<file path="src/rtl/rriot_pkg.sv">
// Shared types and constants for the RRIOT bus master.
// Holds the FSM state enum, request bundle, FIFO sizing and error read value.
package rriot_pkg;

  localparam int FIFO_DEPTH = 4;
  localparam int ADDR_W     = 10;
  localparam int DATA_W     = 8;
  localparam int PTR_W      = 2;
  localparam int LVL_W      = 3;

  localparam logic [LVL_W-1:0] LVL_FULL  = LVL_W'(FIFO_DEPTH);
  localparam logic [LVL_W-1:0] LVL_EMPTY = '0;

  localparam logic [DATA_W-1:0] ERR_RDATA = 8'hFF;

  typedef enum logic [1:0] {
    ST_IDLE = 2'd0,
    ST_ADDR = 2'd1,
    ST_DATA = 2'd2,
    ST_RESP = 2'd3
  } state_e;

  typedef struct packed {
    logic              we;
    logic [ADDR_W-1:0] addr;
    logic              rs0;
    logic [DATA_W-1:0] wdata;
  } req_t;

  // A read with OE low saw a floating bus; report the fixed error value.
  function automatic logic [DATA_W-1:0] read_result(
    input logic              oe,
    input logic [DATA_W-1:0] d
  );
    return oe ? d : ERR_RDATA;
  endfunction

endpackage

</file>
<file path="src/rtl/rriot_req_fifo.sv">
// 4-entry in-order request FIFO for the RRIOT bus master.
// Ports: clk/rst, push + push_data, pop, head (oldest entry), level, full.
module rriot_req_fifo
  import rriot_pkg::*;
(
  input  logic             clk,
  input  logic             rst,
  input  logic             push,
  input  req_t             push_data,
  input  logic             pop,
  output req_t             head,
  output logic [LVL_W-1:0] level,
  output logic             full
);

  req_t             mem_q [FIFO_DEPTH];
  req_t             mem_d [FIFO_DEPTH];
  logic [PTR_W-1:0] wr_ptr_q;
  logic [PTR_W-1:0] wr_ptr_d;
  logic [PTR_W-1:0] rd_ptr_q;
  logic [PTR_W-1:0] rd_ptr_d;
  logic [LVL_W-1:0] level_q;
  logic [LVL_W-1:0] level_d;
  logic             do_push;
  logic             do_pop;

  assign full  = (level_q == LVL_FULL);
  assign level = level_q;
  assign head  = mem_q[rd_ptr_q];

  always_comb begin
    // Guard here too so a full FIFO can never be overwritten.
    do_push  = push && !full;
    do_pop   = pop && (level_q != LVL_EMPTY);
    mem_d    = mem_q;
    wr_ptr_d = wr_ptr_q;
    rd_ptr_d = rd_ptr_q;
    level_d  = level_q;
    if (do_push) begin
      mem_d[wr_ptr_q] = push_data;
      wr_ptr_d        = wr_ptr_q + PTR_W'(1);
    end
    if (do_pop) begin
      rd_ptr_d = rd_ptr_q + PTR_W'(1);
    end
    unique case ({do_push, do_pop})
      2'b10:   level_d = level_q + LVL_W'(1);
      2'b01:   level_d = level_q - LVL_W'(1);
      default: level_d = level_q;
    endcase
  end

  always_ff @(posedge clk or posedge rst) begin
    if (rst) begin
      for (int i = 0; i < FIFO_DEPTH; i++) begin
        mem_q[i] <= '0;
      end
      wr_ptr_q <= '0;
      rd_ptr_q <= '0;
      level_q  <= '0;
    end else begin
      for (int i = 0; i < FIFO_DEPTH; i++) begin
        mem_q[i] <= mem_d[i];
      end
      wr_ptr_q <= wr_ptr_d;
      rd_ptr_q <= rd_ptr_d;
      level_q  <= level_d;
    end
  end

endmodule

</file>
<file path="src/rtl/rriot_bus_master.sv">
// Queues requests and runs them as ADDR/DATA cycles on an RRIOT bus.
// Ports: req_* in (valid/ready), rsp_* out (valid/ready), bus_* to RRIOT, fifo_level, busy.
module rriot_bus_master
  import rriot_pkg::*;
(
  input  logic        phi2,
  input  logic        rst,
  input  logic        req_valid,
  output logic        req_ready,
  input  logic        req_we,
  input  logic [9:0]  req_addr,
  input  logic        req_rs0,
  input  logic [7:0]  req_wdata,
  output logic        rsp_valid,
  input  logic        rsp_ready,
  output logic [7:0]  rsp_rdata,
  output logic        rsp_we,
  output logic        rsp_err,
  output logic [9:0]  bus_addr,
  output logic        bus_rs0,
  output logic        bus_we_n,
  output logic [7:0]  bus_wdata,
  input  logic [7:0]  bus_rdata,
  input  logic        bus_oe,
  output logic [2:0]  fifo_level,
  output logic        busy
);

  state_e           state_q;
  state_e           state_d;
  req_t             txn_q;
  req_t             txn_d;
  req_t             in_req;
  req_t             head;
  logic [7:0]       rdata_q;
  logic [7:0]       rdata_d;
  logic             err_q;
  logic             err_d;
  logic [LVL_W-1:0] level;
  logic             full;
  logic             fifo_empty;
  logic             is_idle;
  logic             accept;
  logic             take;
  logic             fifo_push;
  logic             fifo_pop;

  assign in_req = '{
    we:    req_we,
    addr:  req_addr,
    rs0:   req_rs0,
    wdata: req_wdata
  };

  assign fifo_empty = (level == LVL_EMPTY);
  assign is_idle    = (state_q == ST_IDLE);

  rriot_req_fifo u_fifo (
    .clk       (phi2),
    .rst       (rst),
    .push      (fifo_push),
    .push_data (in_req),
    .pop       (fifo_pop),
    .head      (head),
    .level     (level),
    .full      (full)
  );

  always_ff @(posedge phi2 or posedge rst) begin
    if (rst) begin
      state_q <= ST_IDLE;
    end else begin
      state_q <= state_d;
    end
  end

  always_comb begin
    state_d = state_q;
    unique case (state_q)
      ST_IDLE: if (take)      state_d = ST_ADDR;
      ST_ADDR:                state_d = ST_DATA;
      ST_DATA:                state_d = ST_RESP;
      ST_RESP: if (rsp_ready) state_d = ST_IDLE;
      default:                state_d = ST_IDLE;
    endcase
  end

  // An accept into an empty FIFO while idle falls straight through to
  // the transaction register, so ADDR follows the accept by one cycle.
  always_comb begin
    req_ready = !full;
    accept    = req_valid && req_ready;
    take      = is_idle && (!fifo_empty || accept);
    fifo_pop  = is_idle && !fifo_empty;
    fifo_push = accept && !(is_idle && fifo_empty);
    bus_we_n  = !((state_q == ST_DATA) && txn_q.we);
    rsp_valid = (state_q == ST_RESP);
    busy      = !is_idle || !fifo_empty;
  end

  always_comb begin
    txn_d   = txn_q;
    rdata_d = rdata_q;
    err_d   = err_q;
    if (take) begin
      txn_d = fifo_empty ? in_req : head;
    end
    if (state_q == ST_DATA) begin
      if (txn_q.we) begin
        rdata_d = '0;
        err_d   = 1'b0;
      end else begin
        rdata_d = read_result(bus_oe, bus_rdata);
        err_d   = !bus_oe;
      end
    end
  end

  always_ff @(posedge phi2 or posedge rst) begin
    if (rst) begin
      txn_q   <= '0;
      rdata_q <= '0;
      err_q   <= 1'b0;
    end else begin
      txn_q   <= txn_d;
      rdata_q <= rdata_d;
      err_q   <= err_d;
    end
  end

  // The transaction register only changes on a take, so the bus lines
  // hold their last values outside ADDR/DATA.
  assign bus_addr   = txn_q.addr;
  assign bus_rs0    = txn_q.rs0;
  assign bus_wdata  = txn_q.wdata;
  assign rsp_rdata  = rdata_q;
  assign rsp_we     = txn_q.we;
  assign rsp_err    = err_q;
  assign fifo_level = level;

endmodule

</file>
<file path="config.mk">
export PLATFORM = sky130hd
export DESIGN_NAME = rriot_bus_master
export DESIGN_NICKNAME = d
export VERILOG_FILES = /design/src/rtl/rriot_pkg.sv /design/src/rtl/rriot_req_fifo.sv /design/src/rtl/rriot_bus_master.sv
export SDC_FILE = /design/constraint.sdc
export NUM_CORES = 1
export LEC_CHECK = 0
export BUFFER_PORTS_ARGS = -buffer_cell sky130_fd_sc_hd__buf_4
export CAP_MARGIN = 15
export CORE_MARGIN = 5
export CORE_UTILIZATION = 30
export DETAILED_ROUTE_END_ITERATION = 6
export PLACE_DENSITY_LB_ADDON = 0.12
export SLEW_MARGIN = 10
export SYNTH_ARGS = -nofsm -noshare
export SYNTH_HDL_FRONTEND = slang
export SYNTH_SLANG_ARGS = --single-unit
</file>
<file path="constraint.sdc">
create_clock -name phi2 -period 7.3 [get_ports phi2]
set_input_delay 0.365 -clock phi2 [delete_from_list [all_inputs] [get_ports phi2]]
set_output_delay 0.365 -clock phi2 [all_outputs]
set_load 0.005 [all_outputs]
</file>
* Yosys cells after proc, flatten, opt, wreduce, memory -nomap -nowiden
Cells that the tools add are included.
** Word-level totals
- Register bits after elaboration :: 118
- Bits of input ports :: 33
- Output and inout bits :: 36
- Word-level logic and storage cells :: 79
** Cells by class
- $add $sub $neg :: 4
- Magnitude comparators :: 3
- Equal/unequal tests :: 8
- Mux-type cells :: 14
- Bitwise operators :: 2
- Reductions and logical operators :: 22
** Operators by type and width (number)
- 80-bit bitwise mux :: 1
- 20-bit two-way mux :: 4
- 20-bit binary-select mux with 2-bit select :: 1
- 20-bit demux with 2-bit select :: 1
- 8-bit two-way mux :: 2
- 1-bit logical AND :: 9
- 2-bit case mux with 4 select lines :: 1
- 2-bit == test (second input constant) :: 3
- 3-bit >= comparator (second input constant) :: 2
- 1-bit logical NOT :: 6
- 2-bit inverter with 3-bit output :: 2
- 3-bit case mux with 2 select lines :: 1
- 2-bit by 1-bit adder with 2-bit output (second input constant) :: 2
- 2-bit by 1-bit == test with 1-bit output (second input constant) :: 2
- 2-bit two-way mux :: 2
- 2-bit by 1-bit != test with 1-bit output (second input constant) :: 2
- 3-bit by 1-bit adder with 3-bit output (second input constant) :: 1
- 3-bit == test (second input constant) :: 1
- 3-bit logical NOT :: 1
- 3-bit by 1-bit less-than comparator with 1-bit output (second input constant) :: 1
- 3-bit nonzero test :: 1
- 3-bit by 1-bit subtractor with 3-bit output (second input constant) :: 1
- 2-bit logical NOT :: 1
- 1-bit logical OR :: 2
- 3 further kinds :: 3

* Longest topological paths before layout
- Depth in word-level cells :: 7
- Depth in mapped cells :: 10
- Mapped depth without buffers :: 10

* Cells and area by module
A second synthesis with hierarchy kept.
** Second synthesis, totals
- Cell total of the unflattened synthesis :: 381
- Area, all modules :: 5605.4 um2
** Modules (own cells, without submodules)
- rriot_req_fifo :: instances 1, cells each 232, area an instance 3896.2 um2, sequential area each 2177.1 um2
- rriot_bus_master :: instances 1, cells each 149, area an instance 1709.1 um2, sequential area each 775.7 um2

* Worst setup path before layout
Ideal clock, no wire load.
- Path type :: register to register
- From :: reg state_q[0]
- To :: reg u_fifo.level_q[2], in the netlist u_fifo.level[2]
- Library setup time :: 79 ps
- Arrival :: 2085 ps
- Data required time :: 7221 ps
- Slack :: 5135 ps
- Cell stages (with the launch flop) :: 11
- Buffers on the path :: 0
- Clock period less this slack :: 2165 ps
- Cell sequence :: dfrtp_1 -> inv_1 -> ha_1 -> nor2_2 -> o31ai_2 -> ha_1 -> inv_1 -> fa_1 -> xor2_1 -> nor2_1 -> xor2_1
** On the way
- Word-level cells in the longest chain between the ends :: 7
- Elaborated cells between the ends (all ways) :: 11
- Those cells by class :: eq/ne (2); mux (1); reduce/logical (8)
** Ends and longest elaborated chain
- start: declaration :: line rriot_bus_master.sv:29 : state_e state_q;
- start signal: assignment :: line rriot_bus_master.sv:73 : state_q <= state_d;
- 2-bit logical NOT (*) :: line rriot_bus_master.sv:56 : assign is_idle = (state_q == ST_IDLE);
- 1-bit logical AND :: line rriot_bus_master.sv:95 : fifo_push = accept && !(is_idle && fifo_empty);
- 1-bit logical NOT :: line rriot_bus_master.sv:95
- 1-bit logical AND :: line rriot_bus_master.sv:95
- 1-bit logical AND :: line rriot_req_fifo.sv:33 : do_push = push && !full;
- 2-bit by 1-bit == test with 1-bit output / 2-bit == test (equally long branches) :: line rriot_req_fifo.sv:46 : unique case ({do_push, do_pop})
- 3-bit case mux with 2 select lines / 2-bit nonzero test (equally long branches)
- end signal: assignment :: line rriot_req_fifo.sv:67 : level_q <= level_d;
- end: declaration :: line rriot_req_fifo.sv:22 : logic [LVL_W-1:0] level_q;
Mark *: on every way between the ends. The rest lies on a longest branch, timed or not.
A chain may end at the register's enable or synchronous reset.

* Worst setup path after layout
- From :: reg u_fifo.level_q[0], in the netlist u_fifo.level[0]
- To :: reg u_fifo.level_q[2], in the netlist u_fifo.level[2]
** On the way
- Elaborated cells between the ends (all ways) :: 18
- Those cells by class :: add/sub (2); eq/ne (3); mux (1); reduce/logical (12)
** RTL lines
- 3-bit logical NOT :: line rriot_bus_master.sv:55 : assign fifo_empty = (level == LVL_EMPTY);
- 1-bit logical NOT :: line rriot_bus_master.sv:94 : fifo_pop = is_idle && !fifo_empty;
- 1-bit logical AND :: line rriot_bus_master.sv:94
- 1-bit logical AND (*) :: line rriot_req_fifo.sv:34 : do_pop = pop && (level_q != LVL_EMPTY);
- via u_fifo.do_pop :: line rriot_req_fifo.sv:25 : logic do_pop;
- 2-bit by 1-bit == test with 1-bit output / 2-bit == test (equally long branches) :: line rriot_req_fifo.sv:46
- 3-bit case mux with 2 select lines / 2-bit nonzero test (equally long branches)
Mark *: on every way through the listed nets, which the timed path passes. The rest lies on a longest branch.

==> summary.txt <==
Drt
  – Detailed Routing Iterations Pass 1: 4
  – Detailed Route Iter0 Violations: around 120
  – Via total after detailed routing: 3338
  – Vias per inst: 4.73
  – # DRC: 0
  – Post-Route WL: 12600 um
  – Routed len/inst: 17.8 um
  – Post-route ant nets: 0

Die
  – Io pins: 69
  – Die W: 145 um
  – Initial Util: 0.304
  – Die span in y: 145 um
  – Die area: 21000 um2
  – Row count: 49
  – Core Region: around 18000 um2

Timing
  – Final-report setup violation count: 0
  – Final period utilization: 0.415
  – Hold Vio Cnt, Final: 0
  – Peak Freq: 330 MHz
  – Final hold slack: roughly 0.053 ns
  – Clk_skew: about 0.0084 ns
  – Final Slew Violations: 0
  – Min Clock Period, post-route: roughly 3.0 ns
  – Least-Margin Pin Slew: just over 1 ns
  – Setup TNS: 0 ns
  – Slew Limit Headroom: 0.313
  – RSZ-0062 raised after global routing: no

Setup path
  – CP required: 7.63 ns
  – Critical path peak fanout: 22
  – WP data arrival: about 3.4 ns
  – Critical Path End Type: register
  – R2r setup slk: 4.27 ns
  – Worst r2r path cells: 8
  – Critical R2R Capture: u_fifo.level[2]
  – Reg2Reg Launch Point: u_fifo.level[0]
  – CP startpoint kind: register
  – Setup Crit Path Kind: reg -> reg

Yosys
  – Cell Area, Synth: between 5000 and 6000 um2
  – Avg Inst Size Synth: 13.8 um2
  – Yosys reg bits: 118
  – Yosys warnings: 0
  – Synthesized instance count: 394
  – Library cells used by synthesis: 30
  – Syn_nets: 436
  – Register area share after synthesis: 0.541

Place
  – Dpl hpwl: 7710 um
  – Port Buffers: slightly below 70
  – Placed cell area: 6190 um2
  – RePlAce Congestion: 0.712

CTS
  – Post-CTS Hold Fix Bufs: 0
  – CTS tree: done
  – Clock Pin Slew Worst Setup and Hold Paths: roughly 0.050 ns
  – CTS resizes: 0
  – H-tree lvl count: 4
  – CTS root buffer: clkbuf_16
  – Clk_lat worst skew: 0.41 ns
  – Num CTS Buffers: 17
  – CTS max path bufs: 2
  – Setup bufs post-CTS: 0
  – Clock Sink Count: 118

Status
  – Status: finished, final reports clean

Power
  – Power per Cell Area: 496 nW/um2
  – Overall Power: 3.36 mW
  – Leakage power: 3.00 nW
  – Peak VDD IR: approximately 190 uV

Job
  – Max-Cap Viols: 0

Final layout
  – Commonest non-fill, non-tap cell in the layout: dfrtp_1
  – Nets: 506
  – Final core occ: 0.378
  – Share of cells above drive strength 1: 0.472
  – Area grow syn2layout: 24.3%
  – Most frequent cells in the layout: dfrtp_1, mux2_2, buf_4
  – N_diodes: 0
  – Fillers: 1734
  – Post-route design area: around 6800 um2

Global route
  – First-pass GRT wire length: 20400 um
  – Largest net degree at the start of global routing: 73
  – Vias in the first global route: 3565
  – All-Layer GR Usage: 0.130
  – Number of antenna violations at the first check in global routing: 0
  – Total congestion overflow: 0

Worst hold path
  – Hold crit path type: in -> async
state kept, by name (all words and copies together) (netlist names):
| signal | cells |
|---|---|
| u_fifo.mem_q | 80 |
| rsp_err | 1 |
| bus_addr | 10 |
| bus_rs0 | 1 |
| u_fifo.wr_ptr_q | 2 |
| state_q | 2 |
| rsp_rdata | 8 |
| rsp_we | 1 |
| u_fifo.rd_ptr_q | 2 |
| u_fifo.level | 3 |
| bus_wdata | 8 |
metal layers:
layer	routed length [um]	global-route usage	share of wire	up-vias
li1	-	-	-	1540
met1	5630	0.163	0.45	1718
met2	6230	0.215	0.50	64
met3	551	0.0394	0.044	16
met4	167	0.0461	0.013	0
met5	0	0	0	-
logic make-up (layout without fill, tap and decap cells):
group,Yosys count,after routing,synth area share
xor gates and xnor gates,6,6,0.00963
buffers and inverters,41,124,0.0431
and+or+nand+nor,72,72,0.0541
adders and majority gates,9,9,0.0220
AOI/OAI and AO/OA,36,36,0.0509
DFF,118,118,0.541
muxes,112,112,0.279
report_power, final:
part / internal [mW] / switching, mW / leakage [nW]
combinational: 0.752 / 0.541 / 1.31
sequential: 0.997 / 0.234 / 1.39
clock: 0.545 / 0.291 / 0.292
layout make-up:
type	instances	area, um2	share of cell area
flip-flops and latches	118	2950	0.435
multi-input cells	235	2310	0.341
repair buffers	76	571	0.0841
clock buffers	24	502	0.0740
well taps	229	287	0.0422
clock inverters	8	95.1	0.0140
inverters	16	62.6	0.00922
worst max-delay path: stages (launching register included):
cell     delay (ns)
dfrtp_1        0.73
or3_1          0.90
and2_1         0.28
ha_1           0.20
inv_1          0.06
fa_1           0.37
xor2_1         0.15
nor2_1         0.11
xor2_1         0.16
synth_stat cells:
cell type / number / area [um2]
mux2i_1: 1 / 10.0
a21oi_1: 9 / 45.0
nor2_1: 22 / 82.6
nor3_1: 2 / 10.0
nor2b_1: 1 / 6.26
ha_1: 8 / 100
nor2_2: 1 / 6.26
xor2_1: 3 / 26.3
fa_1: 1 / 20.0
mux2_2: 78 / 878
o21bai_4: 1 / 18.8
mux2_1: 3 / 33.8
and2_1: 1 / 6.26
buf_2: 5 / 25.0
or4b_4: 1 / 13.8
or3_1: 1 / 6.26
o311ai_2: 4 / 65.1
nand3_1: 2 / 10.0
inv_1: 16 / 60.1
o41a_1: 1 / 11.3
a31oi_1: 20 / 125
clkbuf_1: 9 / 33.8
nand2_1: 41 / 154
dfrtp_1: 118 / 2950
mux4_2: 20 / 450
mux2_4: 10 / 150
buf_4: 2 / 15.0
xnor2_1: 3 / 26.3
buf_6: 9 / 101
o31ai_2: 1 / 12.5
worst max-delay path by stage:
stage / end / cells after the start / slack [ns] / startpoint
after floorplan: bus_addr[0] / 1 / 3.81 / rst
after global placement: u_fifo.level[2] / 8 / 4.32 / u_fifo.level[0]
after detailed placement: u_fifo.level[2] / 8 / 4.26 / u_fifo.level[0]
after CTS: u_fifo.level[2] / 8 / 4.23 / u_fifo.level[0]
after global routing: u_fifo.level[2] / 8 / 4.08 / u_fifo.level[0]
final: u_fifo.level[2] / 8 / 4.27 / u_fifo.level[0]
stage by stage:
step | setup WS (ns) | instances
2_1_floorplan | 3.81 | 394
3_3_place_gp | 4.32 | 674
3_5_place_dp | 4.26 | 674
4_1_cts | 4.23 | 706
5_1_grt | 4.08 | 706
6_report | 4.27 | 706
(Power assumes the default switching activity.)
